## src/rtl/scan_mux_if.sv

```systemverilog
// Bus bundle for scan_mux: channel inputs, control and the valid/ready output beat.
// The mask signal exists only when SCAN_MASK_EN is defined.
interface scan_mux_if #(
    parameter int unsigned N       = 10,
    parameter int unsigned W       = 1,
    parameter int unsigned DWELL_W = 4
);
    localparam int unsigned SW = $clog2(N);

    logic [N*W-1:0]     din;
    logic               mode;
    logic [SW-1:0]      sel;
    logic [DWELL_W-1:0] dwell;
    logic               out_ready;
    logic               out_valid;
    logic [W-1:0]       dout;
    logic [SW-1:0]      out_ch;
    logic               wrap;
`ifdef SCAN_MASK_EN
    logic [N-1:0]       mask;
`endif

    modport master (
`ifdef SCAN_MASK_EN
        output mask,
`endif
        output din, mode, sel, dwell, out_ready,
        input  out_valid, dout, out_ch, wrap
    );

    modport slave (
`ifdef SCAN_MASK_EN
        input  mask,
`endif
        input  din, mode, sel, dwell, out_ready,
        output out_valid, dout, out_ch, wrap
    );
endinterface

```

## src/rtl/scan_mux.sv

```systemverilog
// N-channel registered selector with manual select and auto-scan (dwell gap), valid/ready output.
// Define SCAN_MASK_EN to add a per-channel scan enable mask.
module scan_mux #(
    parameter int unsigned N       = 10,
    parameter int unsigned W       = 1,
    parameter int unsigned DWELL_W = 4
) (
    input logic        clk,
    input logic        rst_n,
    scan_mux_if.slave  bus
);
    localparam int unsigned SW = $clog2(N);

    typedef enum logic [1:0] {StLoad, StHold, StGap} state_e;

    state_e             state_q, state_d;
    logic [SW-1:0]      ptr_q, ptr_d;
    logic [DWELL_W-1:0] gap_q, gap_d;
    logic               out_valid_q, out_valid_d;
    logic [W-1:0]       dout_q, dout_d;
    logic [SW-1:0]      out_ch_q, out_ch_d;
    logic               wrap_q, wrap_d;
    logic               scan_q, scan_d;

    logic [N-1:0]       chan_en;
    logic               any_en;
    logic [SW-1:0]      first_en;
    logic [SW-1:0]      nxt_ptr;
    int unsigned        nxt_idx;
    logic               sel_ok;
    logic               free;
    logic               do_load;
    logic [SW-1:0]      load_ptr;
    logic [SW-1:0]      ld_ch;

`ifdef SCAN_MASK_EN
    assign chan_en = bus.mask;
`else
    assign chan_en = '1;
`endif
    assign any_en = |chan_en;
    assign free   = !out_valid_q || bus.out_ready;

    function automatic logic [W-1:0] pick(input logic [N*W-1:0] d, input logic [SW-1:0] ch);
        logic [W-1:0] r;
        r = '0;
        for (int c = 0; c < int'(N); c++) begin
            if (ch == SW'(c)) r = d[c*W +: W];
        end
        return r;
    endfunction

    // Lowest enabled channel, and the next enabled channel searching cyclically from ptr+1.
    always_comb begin
        first_en = '0;
        for (int c = int'(N) - 1; c >= 0; c--) begin
            if (chan_en[c]) first_en = SW'(c);
        end
        nxt_ptr = ptr_q;
        nxt_idx = 0;
        for (int i = int'(N) - 1; i >= 1; i--) begin
            nxt_idx = 32'(ptr_q) + 32'(i);
            if (nxt_idx >= N) nxt_idx = nxt_idx - N;
            if (chan_en[nxt_idx]) nxt_ptr = SW'(nxt_idx);
        end
    end

    always_comb begin
        sel_ok = 1'b0;
        for (int c = 0; c < int'(N); c++) begin
            if (bus.sel == SW'(c)) sel_ok = chan_en[c];
        end
    end

    always_comb begin
        state_d     = state_q;
        ptr_d       = ptr_q;
        gap_d       = gap_q;
        out_valid_d = out_valid_q;
        dout_d      = dout_q;
        out_ch_d    = out_ch_q;
        wrap_d      = 1'b0;
        scan_d      = scan_q;
        do_load     = 1'b0;
        load_ptr    = ptr_q;
        ld_ch       = '0;

        unique case (state_q)
            StLoad: do_load = free;
            StHold: begin
                if (bus.out_ready) begin
                    ptr_d    = nxt_ptr;
                    load_ptr = nxt_ptr;
                    wrap_d   = (nxt_ptr < ptr_q);
                    if (bus.mode && (bus.dwell != '0)) begin
                        gap_d       = bus.dwell;
                        out_valid_d = 1'b0;
                        state_d     = StGap;
                    end else begin
                        do_load = 1'b1;
                    end
                end
            end
            StGap: begin
                gap_d = gap_q - 1'b1;
                // The last gap cycle loads directly so the beat period is dwell+1.
                if (!bus.mode || (gap_q <= 1)) do_load = 1'b1;
            end
            default: state_d = StLoad;
        endcase

        if (do_load) begin
            gap_d = '0;
            if (bus.mode) begin
                if (!any_en) begin
                    out_valid_d = 1'b0;
                    scan_d      = 1'b0;
                    state_d     = StLoad;
                end else begin
                    ld_ch       = scan_q ? load_ptr : first_en;
                    ptr_d       = ld_ch;
                    out_ch_d    = ld_ch;
                    dout_d      = pick(bus.din, ld_ch);
                    out_valid_d = 1'b1;
                    scan_d      = 1'b1;
                    state_d     = StHold;
                end
            end else begin
                scan_d  = 1'b0;
                state_d = StLoad;
                if (sel_ok) begin
                    dout_d      = pick(bus.din, bus.sel);
                    out_ch_d    = bus.sel;
                    out_valid_d = 1'b1;
                end else begin
                    out_valid_d = 1'b0;
                end
            end
        end
    end

    always_ff @(posedge clk or negedge rst_n) begin
        if (!rst_n) begin
            state_q     <= StLoad;
            ptr_q       <= '0;
            gap_q       <= '0;
            out_valid_q <= 1'b0;
            dout_q      <= '0;
            out_ch_q    <= '0;
            wrap_q      <= 1'b0;
            scan_q      <= 1'b0;
        end else begin
            state_q     <= state_d;
            ptr_q       <= ptr_d;
            gap_q       <= gap_d;
            out_valid_q <= out_valid_d;
            dout_q      <= dout_d;
            out_ch_q    <= out_ch_d;
            wrap_q      <= wrap_d;
            scan_q      <= scan_d;
        end
    end

    assign bus.out_valid = out_valid_q;
    assign bus.dout      = dout_q;
    assign bus.out_ch    = out_ch_q;
    assign bus.wrap      = wrap_q;
endmodule
```

## src/flat_wrapper.sv

```systemverilog
// flat-port wrapper written by rule: the top's interface ports become plain ports
module scan_mux_flat 
#(
    parameter int unsigned N       = 10,
    parameter int unsigned W       = 1,
    parameter int unsigned DWELL_W = 4
)
  (clk, rst_n, bus_din, bus_mode, bus_sel, bus_dwell, bus_out_ready, bus_out_valid, bus_dout, bus_out_ch, bus_wrap);
  scan_mux_if #(.N(N), .W(W), .DWELL_W(DWELL_W)) bus_i ();
  input logic clk;
  input logic rst_n;
  input wire logic [$bits(bus_i.din)-1:0] bus_din;
  input wire logic [$bits(bus_i.mode)-1:0] bus_mode;
  input wire logic [$bits(bus_i.sel)-1:0] bus_sel;
  input wire logic [$bits(bus_i.dwell)-1:0] bus_dwell;
  input wire logic [$bits(bus_i.out_ready)-1:0] bus_out_ready;
  output wire logic [$bits(bus_i.out_valid)-1:0] bus_out_valid;
  output wire logic [$bits(bus_i.dout)-1:0] bus_dout;
  output wire logic [$bits(bus_i.out_ch)-1:0] bus_out_ch;
  output wire logic [$bits(bus_i.wrap)-1:0] bus_wrap;
  assign bus_i.din = bus_din;
  assign bus_i.mode = bus_mode;
  assign bus_i.sel = bus_sel;
  assign bus_i.dwell = bus_dwell;
  assign bus_i.out_ready = bus_out_ready;
  assign bus_out_valid = bus_i.out_valid;
  assign bus_dout = bus_i.dout;
  assign bus_out_ch = bus_i.out_ch;
  assign bus_wrap = bus_i.wrap;
  scan_mux #(.N(N), .W(W), .DWELL_W(DWELL_W)) u_core (.clk(clk), .rst_n(rst_n), .bus(bus_i));
endmodule
```

## config.mk

```make
export PLATFORM = sky130hd
export DESIGN_NAME = scan_mux_flat
export DESIGN_NICKNAME = d
export VERILOG_FILES = /design/src/rtl/scan_mux_if.sv /design/src/rtl/scan_mux.sv /design/src/flat_wrapper.sv
export SDC_FILE = /design/constraint.sdc
export NUM_CORES = 1
export LEC_CHECK = 0
export BUFFER_PORTS_ARGS = -buffer_cell sky130_fd_sc_hd__buf_2
export CORE_ASPECT_RATIO = 0.7
export CORE_UTILIZATION = 55
export DETAILED_ROUTE_END_ITERATION = 10
export PLACE_DENSITY = 0.79
export SLEW_MARGIN = 20
export SYNTH_ARGS = -nofsm -noshare
export SYNTH_HDL_FRONTEND = slang
export SYNTH_SLANG_ARGS = --single-unit
export TNS_END_PERCENT = 100
```

## constraint.sdc

```tcl
create_clock -name clk -period 4.3 [get_ports clk]
set_input_delay 0.86 -clock clk [delete_from_list [all_inputs] [get_ports clk]]
set_output_delay 0.86 -clock clk [all_outputs]
set_load 0.1 [all_outputs]
```

==> results.sh, run 1 <==
export IMPL_outcome="finished, final reports clean"
export IMPL_first_iter_violations=144
export IMPL_skew_ns=0.002568
export IMPL_synth_area_top_cells="dfrtp_1 (27%), ha_1 (8.4%), mux2i_1 (6.7%)"
export IMPL_setup_viol=0
export IMPL_route_detailed_drc=0
export IMPL_ys_ff_latch=18
export IMPL_synth_top_family_by_area="compound AO/OA/AOI/OAI gates"
export IMPL_cp_cell_sequence="ha_1, xnor2_1, and2_1, nor3_1, a21oi_1, o22ai_1, fa_1, nand3b_1, o311ai_0, a222oi_1, a21boi_1, o41ai_2"
export IMPL_clk_pin_slew_ns=0.07
export IMPL_finalCritPeriodShare_pct=87.50
export IMPL_final_max_slew_viol_count=0
export IMPL_die_area_mm2=0.003208
export IMPL_core_region_area_mm2=0.002823
export IMPL_yosysSeqAreaShare_pct=27.46
export IMPL_dr_pass1_iters=5
export IMPL_p_per_area_mw_per_mm2=811.9
export IMPL_vias=1494
export IMPL_ys_types=56
export IMPL_numCtsBuffers=3
export IMPL_cts_tree="yes"
export IMPL_grt_ovfl_total=0
export IMPL_ioPinCount=29
export IMPL_yosys_top_cells_count="nor2_1 (20), dfrtp_1 (18), inv_1 (15)"
export IMPL_yosys_area_share_simple_pct=19.91
export IMPL_power_leakage_nw=0.8374
export IMPL_fin_nets=243
export IMPL_peakVddDrop_mv=0.4817
export IMPL_synthCells=185
export IMPL_wl_um=3737
export IMPL_worst_slew_pin_slew_ns=0.6701
export IMPL_synthAdderAreaFrac_pct=9.611
export IMPL_hold_path_depth=2
export IMPL_worst_setup_path_start_kind="register"
export IMPL_hp_class="register to register"
export IMPL_avgSynthCellArea_um2=8.867
export IMPL_async_flop_share_pct=100.0
export IMPL_die_width_um=67.28
export IMPL_grt_pass1_vias=1269
export IMPL_area_growth_synth_to_final_pct=9.535
export IMPL_grt_pass1_wl_um=5947
export IMPL_wire_per_inst_um=15.38
export IMPL_grt_max_degree=19
export IMPL_fp_dieH_um=47.69
export IMPL_drive_above_1_share_pct=20.77
export IMPL_synth_xor_area_share_pct=2.059
export IMPL_timing_final_hold_violations=0
export IMPL_h_tree_depth=1
export IMPL_via_per_inst=6.148
export IMPL_critPathRequiredTime_ns=4.46
export IMPL_cts_sinks=18
export IMPL_synth_top_area_cell="dfrtp_1"
export IMPL_drv_cap=0
export IMPL_post_cts_setup_buffers=0
export IMPL_grt_antenna_before_repair=0
export IMPL_syn_nets=219
export IMPL_yosysWarnings=0
export IMPL_synth_most_common_cell="nor2_1"
export IMPL_clock_latency_ns=0.25
export IMPL_ant_nets=0
export IMPL_crit_arrival_ns=3.92
export IMPL_place_congestion=0.9664
export IMPL_cts_root_buf="clkbuf_8"
export IMPL_gr_usage_all_layers_pct=25.10
export IMPL_fin_setup_tns_ns=0
export IMPL_synthMuxAreaShare_pct=9.687
export IMPL_synth_top_area_share_pct=27.46
export IMPL_cp_slowest_stage_delay_ns=0.66
export IMPL_start_util_pct=58.11
export IMPL_num_rows=16
export IMPL_antenna_cells=0
export IMPL_dp_hpwl_um=2924
export IMPL_synth_flop_cell="dfrtp_1"
export IMPL_endpoint_kind="register"
export IMPL_synth_compound_gate_area_share_pct=23.57
export IMPL_path_max_fanout=13
export IMPL_ctsResizeCount=0
export IMPL_synth_edf_count=0
export IMPL_fin_crit_ns=3.763
export IMPL_cts_hold_buffers=0
export IMPL_numPortBuffers=28
export IMPL_fin_util_pct=63.65
export IMPL_fmax_ghz=0.2658
export IMPL_r2r_cells=12
export IMPL_clockBufferDepth=2
export IMPL_critPathSlowestCell="dfrtp_1"
export IMPL_path_class="register to register"
export IMPL_synth_area_mm2=0.001640
export IMPL_max_slew_margin_rel_pct=54.76
export IMPL_rsz0062_at_grt="no"
flip-flops by register name, summed over array words and instances (netlist names):
name                  flops
u_core.bus.wrap           1
u_core.bus.out_valid      1
u_core.scan_q             1
u_core.ptr_q              4
u_core.gap_q              4
u_core.bus.dout           1
u_core.state_q            2
u_core.bus.out_ch         4
stage by stage:
stage	instance area [µm²]	setup slack, ns	cells	hold WS, ns	power [W]
6_report	1797	0.5373	243	0.4936	0.001459
5_1_grt	1797	0.2637	243	0.5209	0.001573
4_1_cts	1797	0.6052	243	0.4944	0.001448
3_5_place_dp	1755	0.6348	240	0.4763	0.001324
3_3_place_gp	1755	0.8277	240	0.4641	0.001295
2_1_floorplan	1640	1.155	185	0.5039	0.001160
layout make-up:
type,count,area (µm²)
Sequential cell,18,450.4
Tap cell,36,45.04
Fill cell,246,1026
Multi-Input combinational cell,143,1064
Inverter,15,56.30
Timing Repair Buffer,28,140.1
Clock buffer,3,41.29
cell families after synthesis:
logic type | Yosys count
AND/OR/NAND/NOR | 63
buffers and inverters | 24
multiplexers | 14
adder cells (fa/ha/maj) | 12
AO/OA/AOI/OAI | 51
XOR/XNOR | 3
flip-flops | 18
layout by cell type (no fill, tap or decap), drive strengths merged, types with 3 or more instances in the layout:
cell type  count
nor2b          5
nand2         13
ha            11
mux2i         11
inv           15
nand3          3
o21ai         11
o31ai          5
xnor2          3
o22ai          3
a21oi         10
nor3           3
nor2          21
clkbuf         3
buf           28
a222oi         3
nor4           3
dfrtp         18
nand3b         3
layer usage:
layer	wire length [µm]	GRT usage [%]	up-vias	share of wire (%)
li1	-	-	726	-
met5	0	0	-	0
met2	1589	35.60	64	43
met4	21	4.681	0	0.56
met3	225	4.524	4	6.0
met1	1900	39.25	700	51
power by group:
| part | total [W] | internal [W] | switching, W |
|---|---|---|---|
| registers | 0.000349 | 0.000244 | 0.000106 |
| logic | 0.000991 | 0.000348 | 0.000644 |
| clock network | 0.000118 | 0.0000623 | 0.0000555 |
| total | 0.00146 | 0.000653 | 0.000805 |
worst max-delay path, delay by kind of cell (launching register included):
family / cells / cell delay (ns)
flops: 1 / 0.66
xor+xnor: 1 / 0.21
compound gates: 6 / 1.35
simple gates: 3 / 0.42
fa+ha+maj: 2 / 1.03
worst paths after layout:
kind                                                  start                          endpoint  slack (ns)
max reg2reg                       u_core.ptr_q[0]$_DFF_PN0_       u_core.bus.dout$_DFFE_PN0P_        0.54
min in group asynchronous                             rst_n     u_core.state_q[1]$_DFFE_PN0P_        0.52
min                        u_core.bus.out_ch[1]$_DFFE_PN0P_  u_core.bus.out_ch[1]$_DFFE_PN0P_        0.49
max in group asynchronous                             rst_n         u_core.ptr_q[1]$_DFF_PN0_        3.50
max                               u_core.ptr_q[0]$_DFF_PN0_       u_core.bus.dout$_DFFE_PN0P_        0.54
min reg2reg                u_core.bus.out_ch[1]$_DFFE_PN0P_  u_core.bus.out_ch[1]$_DFFE_PN0P_        0.49
(Power assumes the default switching activity.)
==> run 2: changes to the inputs <==
--- a/config.mk
+++ b/config.mk
@@ -7,9 +7,9 @@
 export LEC_CHECK = 0
 export BUFFER_PORTS_ARGS = -buffer_cell sky130_fd_sc_hd__buf_2
 export CORE_ASPECT_RATIO = 0.7
-export CORE_UTILIZATION = 55
+export CORE_UTILIZATION = 51
 export DETAILED_ROUTE_END_ITERATION = 10
-export PLACE_DENSITY = 0.79
+export PLACE_DENSITY = 0.77
 export SLEW_MARGIN = 20
 export SYNTH_ARGS = -nofsm -noshare
 export SYNTH_HDL_FRONTEND = slang
==> constraint.sdc (replaced) <==
create_clock -name clk -period 3.15 [get_ports clk]
set_input_delay 0.63 -clock clk [delete_from_list [all_inputs] [get_ports clk]]
set_output_delay 0.63 -clock clk [all_outputs]
set_load 0.1 [all_outputs]
==> run 2 against run 1 <==
Final cell count grew 6.2%; the flow now finishes with violations (negative setup slack); register-to-register slack lost 0.64 ns; critical path depth is the same; first-iteration DRC count grew 65%; sequential share of layout area shrank 2.4 points; combinational power grew 72%; sequential cell count is the same; clock-buffer cell count grew 1; fmax grew 16%; critical path type unchanged.
==> results.sh, run 2 (synthesis results as in run 1) <==
export IMPL_met1Wirelength_um=2024
export IMPL_route_detailed_drc=0
export IMPL_ff2ff_setup_slack_ns=-0.11
export IMPL_cp_num_buf_inv=0
export IMPL_ioPinCount=29
export IMPL_post_place_cells=251
export IMPL_grt_antenna_before_repair=0
export IMPL_endpoint_kind="register"
export IMPL_dr_pass1_iters=5
export IMPL_rsz0062_at_grt="yes"
export IMPL_p_seq_share_pct=19.4
export IMPL_crit_arrival_ns=3.42
export IMPL_numPortBuffers=28
export IMPL_vias=1667
export IMPL_die_area_mm2=0.003451
export IMPL_skew_ns=0.001726
export IMPL_final_cell_mix="buf_2 (28), nor2_1 (19), dfrtp_1 (17)"
export IMPL_start_util_pct=56.12
export IMPL_timing_final_hold_violations=0
export IMPL_violations="negative setup slack"
export IMPL_power_leakage_nw=0.9219
export IMPL_critPathTopFamily="compound AO/OA/AOI/OAI gates"
export IMPL_first_iter_violations=237
export IMPL_cts_hold_buffers=0
export IMPL_cp_slowest_stage_delay_ns=0.60
export IMPL_finalCritPeriodShare_pct=103.4
export IMPL_clockBufferDepth=2
export IMPL_path_class="register to register"
export IMPL_peakVddDrop_mv=0.7479
export IMPL_cp_cell_sequence="ha_2, xnor2_2, and2_4, nor3_2, a21oi_2, o22ai_2, fa_1, nand3b_1, o311ai_4, a222oi_1, a21boi_1, o41ai_2"
export IMPL_outcome="finished with violations"
export IMPL_drv_cap=0
export IMPL_cts_tree="yes"
export IMPL_p_sw_share_pct=53.12
export IMPL_clk_pin_slew_ns=0.07
export IMPL_worst_slew_pin_slew_ns=0.7998
export IMPL_grt_pass1_vias=1496
export IMPL_r2r_cells=12
export IMPL_area_growth_synth_to_final_pct=21.21
export IMPL_fmax_ghz=0.3070
export IMPL_clkPwrFrac_pct=8.2
export IMPL_maxUsedRoutingLayer="met4"
export IMPL_hp_class="input port to asynchronous set/reset pin"
export IMPL_r2r_end="u_core.bus.dout$_DFFE_PN0P_"
export IMPL_wl_met3_um=459
export IMPL_nFillCells=216
export IMPL_drive_above_1_share_pct=31.98
export IMPL_final_max_slew_viol_count=0
export IMPL_grt_max_degree=19
export IMPL_place_congestion=0.9976
export IMPL_clock_latency_ns=0.26
export IMPL_cts_root_buf="clkbuf_8"
export IMPL_critPathRequiredTime_ns=3.31
export IMPL_gr_usage_all_layers_pct=26.84
export IMPL_setup_viol=1
export IMPL_via_per_inst=6.461
export IMPL_fp_dieH_um=49.45
export IMPL_die_width_um=69.79
export IMPL_switchingPower_w=0.001249
export IMPL_final_common_cell="buf_2"
export IMPL_max_slew_margin_rel_pct=46.68
export IMPL_critPathSlowestCell="fa_1"
export IMPL_grt_ovfl_total=0
export IMPL_fin_crit_ns=3.257
export IMPL_fin_nets=257
export IMPL_worst_setup_path_start_kind="register"
export IMPL_fin_util_pct=68.02
export IMPL_instances_no_fill=258
export IMPL_wire_per_inst_um=17.74
export IMPL_wl_um=4578
export IMPL_numCtsBuffers=3
export IMPL_p_per_area_mw_per_mm2=1182
export IMPL_route_met2_wl_um=2004
export IMPL_fin_ws_ns=-0.1071
export IMPL_cts_sinks=18
export IMPL_core_region_area_mm2=0.002923
export IMPL_r2r_start="u_core.ptr_q[0]$_DFF_PN0_"
export IMPL_num_rows=16
export IMPL_grt_pass1_wl_um=7265
export IMPL_h_tree_depth=1
export IMPL_comb_power_share_pct=72.3
export IMPL_power_internal_w=0.001102
export IMPL_ant_nets=0
export IMPL_dp_hpwl_um=3333
export IMPL_path_max_fanout=4
export IMPL_antenna_cells=0
run 2: cell type report:
type / count / area, µm² / area share (%)
inverters: 15 / 56.30 / 2.832
multi-input cells: 143 / 1135 / 57.08
clock buffers: 4 / 55.05 / 2.769
well taps: 36 / 45.04 / 2.266
flip-flops and latches: 18 / 451.7 / 22.72
repair buffers: 42 / 245.2 / 12.33
run 2: power groups by stage:
stage	clock network (W)	registers [W]	logic, W
floorplan	0	0.000697	0.000886
global placement	0	0.000435	0.00146
detailed placement	0	0.000441	0.00151
CTS	0.000197	0.000441	0.00154
global route	0.000205	0.000469	0.00183
finish	0.000194	0.000457	0.00170
run 2: worst max-delay path by stage:
stage,start,to,slack [ns],depth (start not counted)
finish,u_core.ptr_q[0]$_DFF_PN0_,u_core.bus.dout$_DFFE_PN0P_,-0.11,12
global route,u_core.ptr_q[1]$_DFF_PN0_,u_core.bus.dout$_DFFE_PN0P_,-0.15,13
global placement,u_core.ptr_q[1]$_DFF_PN0_,u_core.bus.dout$_DFFE_PN0P_,0.14,13
detailed placement,u_core.ptr_q[1]$_DFF_PN0_,u_core.bus.dout$_DFFE_PN0P_,-0.11,13
CTS,u_core.ptr_q[0]$_DFF_PN0_,u_core.bus.dout$_DFFE_PN0P_,0.005,13
floorplan,u_core.ptr_q[1]$_DFF_PN0_,u_core.bus.dout$_DFFE_PN0P_,0.005,13
run 2: timing repair:
item	CTS	global route
resized for setup	3	13
hold endpoints to repair	0	0
buffers inserted	1	2
setup endpoints to repair	1	1
pin swaps	6	8
run 2: metal layers:
metal / global-route usage, % / vias to the layer above
li1: - / 749
met1: 38.91 / 778
met2: 40.06 / 123
met3: 6.953 / 17
met4: 6.333 / 0
met5: 0 / -
run 2: per-stage QoR:
| step | setup TNS [ns] | worst slack [ns] | hold slack [ns] | cell area [µm²] | total power, W |
|---|---|---|---|---|---|
| 6_report | -0.1071 | -0.1071 | 0.2936 | 1988 | 0.002350 |
| 5_1_grt | -0.1502 | -0.1502 | 0.3165 | 1988 | 0.002501 |
| 4_1_cts | 0 | 0.005123 | 0.3023 | 1907 | 0.002178 |
| 3_5_place_dp | -0.1098 | -0.1098 | 0.4783 | 1838 | 0.001949 |
| 3_3_place_gp | 0 | 0.1432 | 0.4679 | 1838 | 0.001891 |
| 2_1_floorplan | 0 | 0.005079 | 0.3344 | 1640 | 0.001583 |
